[config.mk]
export PLATFORM = sky130hd
export DESIGN_NAME = mem_access_unit
export DESIGN_NICKNAME = d
export VERILOG_FILES = /design/src/rtl/mem_access_unit.sv
export SDC_FILE = /design/constraint.sdc
export NUM_CORES = 1
export LEC_CHECK = 0
export BUFFER_PORTS_ARGS = -buffer_cell sky130_fd_sc_hd__buf_2
export CAP_MARGIN = 10
export CELL_PAD_IN_SITES_DETAIL_PLACEMENT = 1
export CELL_PAD_IN_SITES_GLOBAL_PLACEMENT = 2
export CORE_MARGIN = 10
export CORE_UTILIZATION = 30
export DETAILED_ROUTE_END_ITERATION = 8
export GPL_TIMING_DRIVEN = 0
export PLACE_DENSITY = 0.86
export SLEW_MARGIN = 10
export SYNTH_ARGS = -nofsm -noshare
export SYNTH_HDL_FRONTEND = slang
export SYNTH_SLANG_ARGS = --single-unit
export TNS_END_PERCENT = 20
[constraint.sdc]
create_clock -name clk -period 7.98 [get_ports clk]
set_input_delay 1.596 -clock clk [delete_from_list [all_inputs] [get_ports clk]]
set_output_delay 1.596 -clock clk [all_outputs]
set_load 0.03 [all_outputs]
[src/rtl/mem_access_unit.sv]
// mem_access_unit: sequences one core load/store at a time into the data memory (IDLE -> ACCESS -> RESP).
// Optional `define MAU_STATS_EN adds saturating load/store/error counters (load_cnt, store_cnt, err_cnt).
module mem_access_unit #(
  parameter int DATA_WIDTH = 32,
  parameter int ADDR_WIDTH = 32,
  parameter int MEM_SIZE   = 64
) (
  input  logic                  clk,
  input  logic                  reset,
  input  logic                  req_valid,
  output logic                  req_ready,
  input  logic                  req_we,
  input  logic [2:0]            req_funct3,
  input  logic [ADDR_WIDTH-1:0] req_addr,
  input  logic [DATA_WIDTH-1:0] req_wdata,
  output logic                  resp_valid,
  input  logic                  resp_ready,
  output logic [DATA_WIDTH-1:0] resp_rdata,
  output logic                  resp_err,
  output logic                  mem_wr_en,
  output logic [2:0]            mem_funct3,
  output logic [ADDR_WIDTH-1:0] mem_addr,
  output logic [DATA_WIDTH-1:0] mem_wr_data,
  input  logic [DATA_WIDTH-1:0] mem_rd_data
`ifdef MAU_STATS_EN
  ,
  output logic [15:0]           load_cnt,
  output logic [15:0]           store_cnt,
  output logic [15:0]           err_cnt
`endif
);

  typedef enum logic [1:0] {IDLE, ACCESS, RESP} state_t;

  localparam int WIDX_W = ADDR_WIDTH - 2;
  // One extra bit so a memory filling the whole index space still compares correctly.
  localparam logic [WIDX_W:0] MEM_WORDS = (WIDX_W + 1)'(MEM_SIZE);

  state_t state;
  logic   acc_we;
  logic   req_legal;

  always_comb begin
    req_legal = 1'b1;
    if (req_we)
      req_legal = (req_funct3 inside {3'b000, 3'b001, 3'b010});
    else
      req_legal = (req_funct3 inside {3'b000, 3'b001, 3'b010, 3'b100, 3'b101});
    case (req_funct3[1:0])
      2'b01:   if (req_addr[0]) req_legal = 1'b0;
      2'b10:   if (req_addr[1:0] != 2'b00) req_legal = 1'b0;
      default: ;
    endcase
    if ({1'b0, req_addr[ADDR_WIDTH-1:2]} >= MEM_WORDS)
      req_legal = 1'b0;
  end

`ifdef MAU_STATS_EN
  function automatic logic [15:0] sat_inc(input logic [15:0] c);
    return (c == 16'hFFFF) ? c : c + 16'd1;
  endfunction
`endif

  always_ff @(posedge clk or posedge reset) begin
    if (reset) begin
      state       <= IDLE;
      acc_we      <= 1'b0;
      req_ready   <= 1'b1;
      resp_valid  <= 1'b0;
      resp_rdata  <= '0;
      resp_err    <= 1'b0;
      mem_wr_en   <= 1'b0;
      mem_funct3  <= '0;
      mem_addr    <= '0;
      mem_wr_data <= '0;
`ifdef MAU_STATS_EN
      load_cnt    <= '0;
      store_cnt   <= '0;
      err_cnt     <= '0;
`endif
    end else begin
      case (state)
        IDLE: begin
          if (req_valid && req_ready) begin
            acc_we     <= req_we;
            resp_rdata <= '0;
            req_ready  <= 1'b0;
            if (req_legal) begin
              state       <= ACCESS;
              resp_err    <= 1'b0;
              mem_wr_en   <= req_we;
              mem_funct3  <= req_funct3;
              mem_addr    <= req_addr;
              mem_wr_data <= req_wdata;
            end else begin
              // Illegal requests skip the memory entirely and answer one cycle later.
              state      <= RESP;
              resp_err   <= 1'b1;
              resp_valid <= 1'b1;
`ifdef MAU_STATS_EN
              err_cnt    <= sat_inc(err_cnt);
`endif
            end
          end
        end
        ACCESS: begin
          mem_wr_en  <= 1'b0;
          if (!acc_we)
            resp_rdata <= mem_rd_data;
          resp_valid <= 1'b1;
          state      <= RESP;
`ifdef MAU_STATS_EN
          if (acc_we) store_cnt <= sat_inc(store_cnt);
          else        load_cnt  <= sat_inc(load_cnt);
`endif
        end
        RESP: begin
          if (resp_ready) begin
            resp_valid <= 1'b0;
            req_ready  <= 1'b1;
            state      <= IDLE;
          end
        end
        default: begin
          state     <= IDLE;
          req_ready <= 1'b1;
          mem_wr_en <= 1'b0;
        end
      endcase
    end
  end

endmodule
==> run metrics, run 1 <==
outcome finished, final reports clean; Root Driver clkbuf_16; Power Density 226 nW/um2; max_slew headroom 60.3%; DRT iter0 DRCs 94; I/O Buffers 206; drt drc 0; Ports 207; sequential cell area 2650 um2; Die W 139 um; worst hold path class flip-flop to flip-flop; MaxCap Viol Count 0; area of the die 19,400 um2; ys flop type dfrtp_1; period utilization 43.2%; H-tree Lvls 3; CP Data Arrival Time 3.67 ns; Clk pin slew, worst setup/hold paths 0.07 ns; GR peak layer met2; global placement routability congestion 0.757; Placeable Area 13,900 um2; fraction of registers with async set/reset 100%; DPL Wire Length 10,900 um; FF+latch count, synth 106; met3 usage 4.93%; final core occ 42.2%; post-route setup slack 4.53 ns; multi-input logic area 1480 um2; Post-Synthesis Cells 334; Worst setup SP type input pin; Final Max Slew Viols 0; Final Hold Vio Count 0; Peak VDD IR 99.4 uV; Post-Syn Area 4260 um2; largest net degree at the start of global routing 55; crit-path most repeated cell buf_2; Die Y 139 um; Netlist cell types 31; layout filler cell count 1,587; Fmax 290 MHz; initial antenna violation count 0; CTS max path bufs 2; Layout area overhead 37.4%; post_cts resized 0; CP Cell Sequence buf_2 > nor4_1 > nand4_1 > a2111oi_4 > nand2_2 > buf_2 > mux2_4; CP max-delay cell nor4_1; Worst setup EP type flip-flop; worst skew pair latency 0.34 ns; Post-synth EDFFs 0; Setup Crit Path Kind input pin to flip-flop; Post-DRT Antenna Nets 0; # Post-CTS Setup Buffers 0; met2 Use GR 23.7%; met1 Usage GRT 15.8%; crit-path leading delay family simple AND/OR/NAND/NOR gates; fraction of layout cells with a size suffix above 1 49.9%; min Tclk post-route 3.45 ns; worst clock skew 0.00651 ns; # setup viols final 0; wire length of the first global-routing pass 21,700 um; syn avg cell area 12.8 um2; cts-stage hold buffer count 0; DRT Wirelength 13,600 um; WL/cell 18.5 um; GRT overflow 0; Starting Density 30.7%; Crit Path Max Fanout 10; Nets 659; CP bufs+invs 2; sequential area share after synthesis 62.3%; Synth Warn # 0; setup_tns 0 ns; Least-Margin Pin Slew 0.594 ns; Reg2Reg Setup Slack 5.80 ns; RSZ-0062 raised after global routing false; Vias/cell 4.49; Leakage 3.33 nW; Core Rows 43; drt pass-1 iters 4; number of buffers created by CTS 9; ANT cells 0; CTS sink cnt 106; GRT Util Overall 13.9%; routed via count 3,306; dpl ws 4.09 ns; syn_nets 441; vias in the first global route 3,811; largest stage delay on the critical path 0.48 ns; CTS tree done; CP Data Required Time 8.20 ns
[per-layer routing]
| layer | routed length [um] | up-vias |
|---|---|---|
| met1 | 5650 | 1626 |
| li1 | - | 1549 |
| met4 | 175 | 0 |
| met2 | 6810 | 119 |
| met3 | 989 | 12 |
| met5 | 0 | - |
[synth_stat cells (2+ instances only)]
master	instances	area, um2
o21ai_0	33	165
nor4_1	6	37.5
and2_1	24	150
a21oi_1	4	20.0
dfrtp_1	105	2630
buf_6	4	45.0
nor2b_1	2	12.5
buf_2	2	10.0
nor2_1	5	18.8
ha_1	3	37.5
nand2_1	68	255
inv_1	7	26.3
mux2_4	43	646
clkbuf_1	11	41.3
[final timing paths]
| path | start | end | depth (start not counted) |
|---|---|---|---|
| setup / recovery | req_addr[8] | mem_funct3[1]$_DFFE_PP0P_ | 7 |
| hold / removal | mem_addr[17]$_DFFE_PP0P_ | mem_addr[17]$_DFFE_PP0P_ | 1 |
| setup reg to reg | req_ready$_DFFE_PP1P_ | mem_funct3[1]$_DFFE_PP0P_ | 5 |
| hold reg to reg | mem_addr[17]$_DFFE_PP0P_ | mem_addr[17]$_DFFE_PP0P_ | 1 |
| max in group asynchronous | reset | req_ready$_DFFE_PP1P_ | 3 |
| min in group asynchronous | reset | mem_wr_data[2]$_DFFE_PP0P_ | 2 |
[worst reg2reg max path, cell delays in order, from the launching register on]
cell and delay (ns):
dfstp_2 0.56, nand3b_1 0.14, nor2_1 0.49, nand2_2 0.28, buf_2 0.28, mux2_4 0.32
[placed cells by master, fill, tap and decap left out, drive strengths merged, types with 2 or more instances in the layout]
master  count
clkinv      3
clkbuf     21
a21oi       4
mux2       44
and2       24
nor2b       2
nor4        6
nand2      69
inv         8
nor2        5
dfrtp     105
buf       213
ha          3
o21ai      33
[cell type report]
| type | instances | area share [%] |
|---|---|---|
| multi-input combinational | 204 | 25.3 |
| clock buffer | 10 | 4.08 |
| inverter | 7 | 0.535 |
| sequential | 106 | 45.3 |
| tap | 180 | 3.85 |
| clock inverter | 6 | 1.11 |
| buffer | 17 | 1.65 |
| timing repair buffer | 207 | 18.1 |
[cell families after synthesis]
kind of cell,after synthesis,synth area share [%]
buffers and inverters,24,2.88
AO/OA/AOI/OAI,45,6.29
multiplexers,44,15.4
flip-flops,106,62.3
AND/OR/NAND/NOR,112,12.2
adder cells (fa/ha/maj),3,0.881
[registers in the layout, indices dropped and copies added, names as in the netlist]
| register | flops |
|---|---|
| mem_addr | 32 |
| mem_wr_data | 32 |
| resp_rdata | 32 |
| mem_funct3 | 3 |
| state | 2 |
| acc_we | 1 |
| mem_wr_en | 1 |
| req_ready | 1 |
| resp_err | 1 |
| resp_valid | 1 |
[power by group]
part	switching [W]	total [W]	internal, W
registers	0.0000291	0.000619	0.000590
logic	0.000179	0.000255	0.0000764
clock network	0.000196	0.000448	0.000252
[metrics by stage]
step           cells  area [um2]  hold WS [ns]  total power [W]
2_1_floorplan    334        4260         0.496         0.000778
3_3_place_gp     720        5520         0.465         0.000878
3_5_place_dp     721        5550         0.467         0.000892
4_1_cts          737        5850         0.488          0.00135
5_1_grt          737        5850         0.506          0.00140
6_report         737        5850         0.483          0.00132
(Power assumes the default switching activity.)
==> run 2: changes to the inputs <==
--- a/config.mk
+++ b/config.mk
@@ -10,10 +10,10 @@
 export CELL_PAD_IN_SITES_DETAIL_PLACEMENT = 1
 export CELL_PAD_IN_SITES_GLOBAL_PLACEMENT = 2
 export CORE_MARGIN = 10
-export CORE_UTILIZATION = 30
+export CORE_UTILIZATION = 25
 export DETAILED_ROUTE_END_ITERATION = 8
 export GPL_TIMING_DRIVEN = 0
-export PLACE_DENSITY = 0.86
+export PLACE_DENSITY = 0.77
 export SLEW_MARGIN = 10
 export SYNTH_ARGS = -nofsm -noshare
 export SYNTH_HDL_FRONTEND = slang
==> constraint.sdc (replaced) <==
create_clock -name clk -period 2.77 [get_ports clk]
set_input_delay 0.554 -clock clk [delete_from_list [all_inputs] [get_ports clk]]
set_output_delay 0.554 -clock clk [all_outputs]
set_load 0.03 [all_outputs]
==> run 2 against run 1 <==
Compared with the run above:
- sequential cell count did not move
- register-to-register slack got worse by 5.4 ns
- first-iteration DRC count fell by 32%
- sequential share of layout area fell by 0.59 points
- clock skew rose by 0.0018 ns
- routed wire length rose by 3.6%
- hold slack got worse by 0.36 ns
- core utilization fell by 6.5 points
- clock power rose to 2.9 times the previous value
- die area rose by 17%
- sequential power rose to 2.9 times the previous value
- critical path depth rose by 1
==> run metrics, run 2 (synthesis gave the netlist of run 1 again) <==
min Tclk post-route 2.36 ns; largest stage delay on the critical path 0.52 ns (was 0.48 ns); most common cell after layout, fill and taps aside buf_2 (unchanged); Least-Margin Pin Slew 0.707 ns (was 0.594 ns); initial antenna violation count 1 (was 0); post_cts resized 0 (unchanged); Setup Crit Path Kind input pin to flip-flop (unchanged); Crit Path Max Fanout 10 (unchanged); CTS tree done (unchanged); drt pass-1 iters 4 (unchanged); outcome finished, final reports clean (unchanged); Layout area overhead 39.2% (was 37.4%); DRT iter0 DRCs 64 (was 94); Final Max Slew Viols 0 (unchanged); # setup viols final 0 (unchanged); period utilization 85.3%; worst hold path class input pin to asynchronous set/reset pin (was flip-flop to flip-flop); worst skew pair latency 0.34 ns (about the same); Fmax 423 MHz; GR peak layer met2 (unchanged); Placeable Area 16,600 um2 (was 13,900 um2); Core Rows 47 (was 43); Root Driver clkbuf_16 (unchanged); # Post-CTS Setup Buffers 0 (unchanged); Die Y 151 um (was 139 um); Final Hold Vio Count 0 (unchanged); Power Density 644 nW/um2 (was 226 nW/um2); crit-path most repeated cell buf_2 (unchanged); setup_tns 0 ns (unchanged); Post-DRT Antenna Nets 0 (unchanged); drt drc 0 (unchanged); vias in the first global route 3,820 (was 3,811); area of the die 22,700 um2 (was 19,400 um2); number of buffers created by CTS 9 (unchanged); cts-stage hold buffer count 0 (unchanged); CTS max path bufs 2 (unchanged); Starting Density 25.6% (was 30.7%); fraction of layout cells with a size suffix above 1 49.7% (was 49.9%); worst r2r src req_ready$_DFFE_PP1P_ (unchanged); dpl ws -0.0181 ns (was 4.09 ns); CTS sink cnt 106 (unchanged); DRT Wirelength 14,100 um (was 13,600 um); Total Power 0.00382 W (was 0.00132 W); Ports 207 (unchanged); I/O Buffers 206 (unchanged); met1 Usage GRT 14.1% (was 15.8%); layout filler cell count 1,898 (was 1,587); placed cell count 763 (was 721); routed via count 3,366 (was 3,306); met2 Use GR 20.1% (was 23.7%); GRT Util Overall 12.3% (was 13.9%); met3 usage 5.13% (was 4.93%); multi-input logic area 1480 um2 (unchanged); WL/cell 18.1 um (was 18.5 um); crit-path leading delay family simple AND/OR/NAND/NOR gates (unchanged); CP Data Arrival Time 2.59 ns (was 3.67 ns); reg-to-reg endpoint mem_addr[13]$_DFFE_PP0P_ (was mem_funct3[1]$_DFFE_PP0P_); global placement routability congestion 0.855 (was 0.757); CP Data Required Time 3.00 ns (was 8.20 ns); max_slew headroom 52.7% (was 60.3%); Clk pin slew, worst setup/hold paths 0.07 ns (about the same); Worst setup EP type flip-flop (unchanged); DPL Wire Length 11,300 um (was 10,900 um); final non-filler cell total 780 (was 737); CP Cell Sequence buf_2 > nor4_1 > o31ai_1 > a2111oi_4 > nand2_2 > buf_6 > buf_2 > and2_1 (was buf_2 > nor4_1 > nand4_1 > a2111oi_4 > nand2_2 > buf_2 > mux2_4); post-route setup slack 0.408 ns (was 4.53 ns); H-tree Lvls 3 (unchanged); GRT overflow 0 (unchanged); CP max-delay cell a2111oi_4 (was nor4_1); wire length of the first global-routing pass 21,700 um (about the same); RSZ-0062 raised after global routing false (unchanged); worst clock skew 0.00833 ns (was 0.00651 ns); largest net degree at the start of global routing 38 (was 55); Leakage 3.34 nW (was 3.33 nW); reg2reg path depth 6 (was 5); CP bufs+invs 3 (was 2); Worst setup SP type input pin (unchanged); largest registers mem_addr x32, mem_wr_data x32, resp_rdata x32 (unchanged); Nets 661 (was 659); Vias/cell 4.32 (was 4.49); WHS 0.119 ns (was 0.483 ns); Peak VDD IR 271 uV (was 99.4 uV); MaxCap Viol Count 0 (unchanged); Die W 151 um (was 139 um); commonest non-fill, non-tap cells in the layout buf_2 (208), dfrtp_1 (105), nand2_1 (68) (unchanged); Reg2Reg Setup Slack 0.43 ns (was 5.80 ns); sequential cell area 2650 um2 (unchanged)
==> run 2: power by group <==
group	leakage [nW]	switching, W	total, W	internal, W
registers	1.44	0.0000818	0.00178	0.00170
clock network	0.143	0.000567	0.00129	0.000728
logic	1.75	0.000516	0.000741	0.000225
total	3.34	0.00117	0.00382	0.00265
==> run 2: worst max-delay path by stage <==
stage / cells past startpoint / startpoint / end
floorplan: 8 / req_funct3[0] / mem_funct3[0]$_DFFE_PP0P_
global placement: 7 / req_addr[20] / mem_funct3[1]$_DFFE_PP0P_
detailed placement: 8 / req_addr[20] / mem_addr[13]$_DFFE_PP0P_
CTS: 8 / req_addr[20] / mem_addr[13]$_DFFE_PP0P_
global route: 8 / req_addr[20] / mem_addr[13]$_DFFE_PP0P_
finish: 8 / req_addr[20] / mem_addr[13]$_DFFE_PP0P_
==> run 2: worst register-to-register path: cells and delay by family (launching register included) <==
family / cells / cell delay (ns)
AND/OR/NAND/NOR: 4 / 1.26
buffers and inverters: 2 / 0.43
flip-flops: 1 / 0.56
==> run 2: routing by layer <==
metal | wire (um) | share of wire (%) | vias to the layer above
met4 | 198 | 1.4 | 0
met3 | 1570 | 11 | 15
li1 | - | - | 1560
met2 | 6720 | 48 | 139
met5 | 0 | 0 | -
met1 | 5620 | 40 | 1652
==> run 2: final cells by class <==
cell class / count / area share (%)
plain buffers: 17 / 1.62
flip-flops and latches: 106 / 44.8
well taps: 220 / 4.64
inverters: 7 / 0.506
clock buffers: 12 / 4.16
repair buffers: 209 / 18.4
diodes: 1 / 0.0422
multi-input cells: 204 / 25.0
clock inverters: 4 / 0.865
==> run 2: metrics by stage <==
stage,instance area (um2),utilization (%)
floorplan,4260,-
global placement,5570,33.5
detailed placement,5630,33.8
CTS,5930,35.6
global route,5930,35.6
finish,5930,35.6
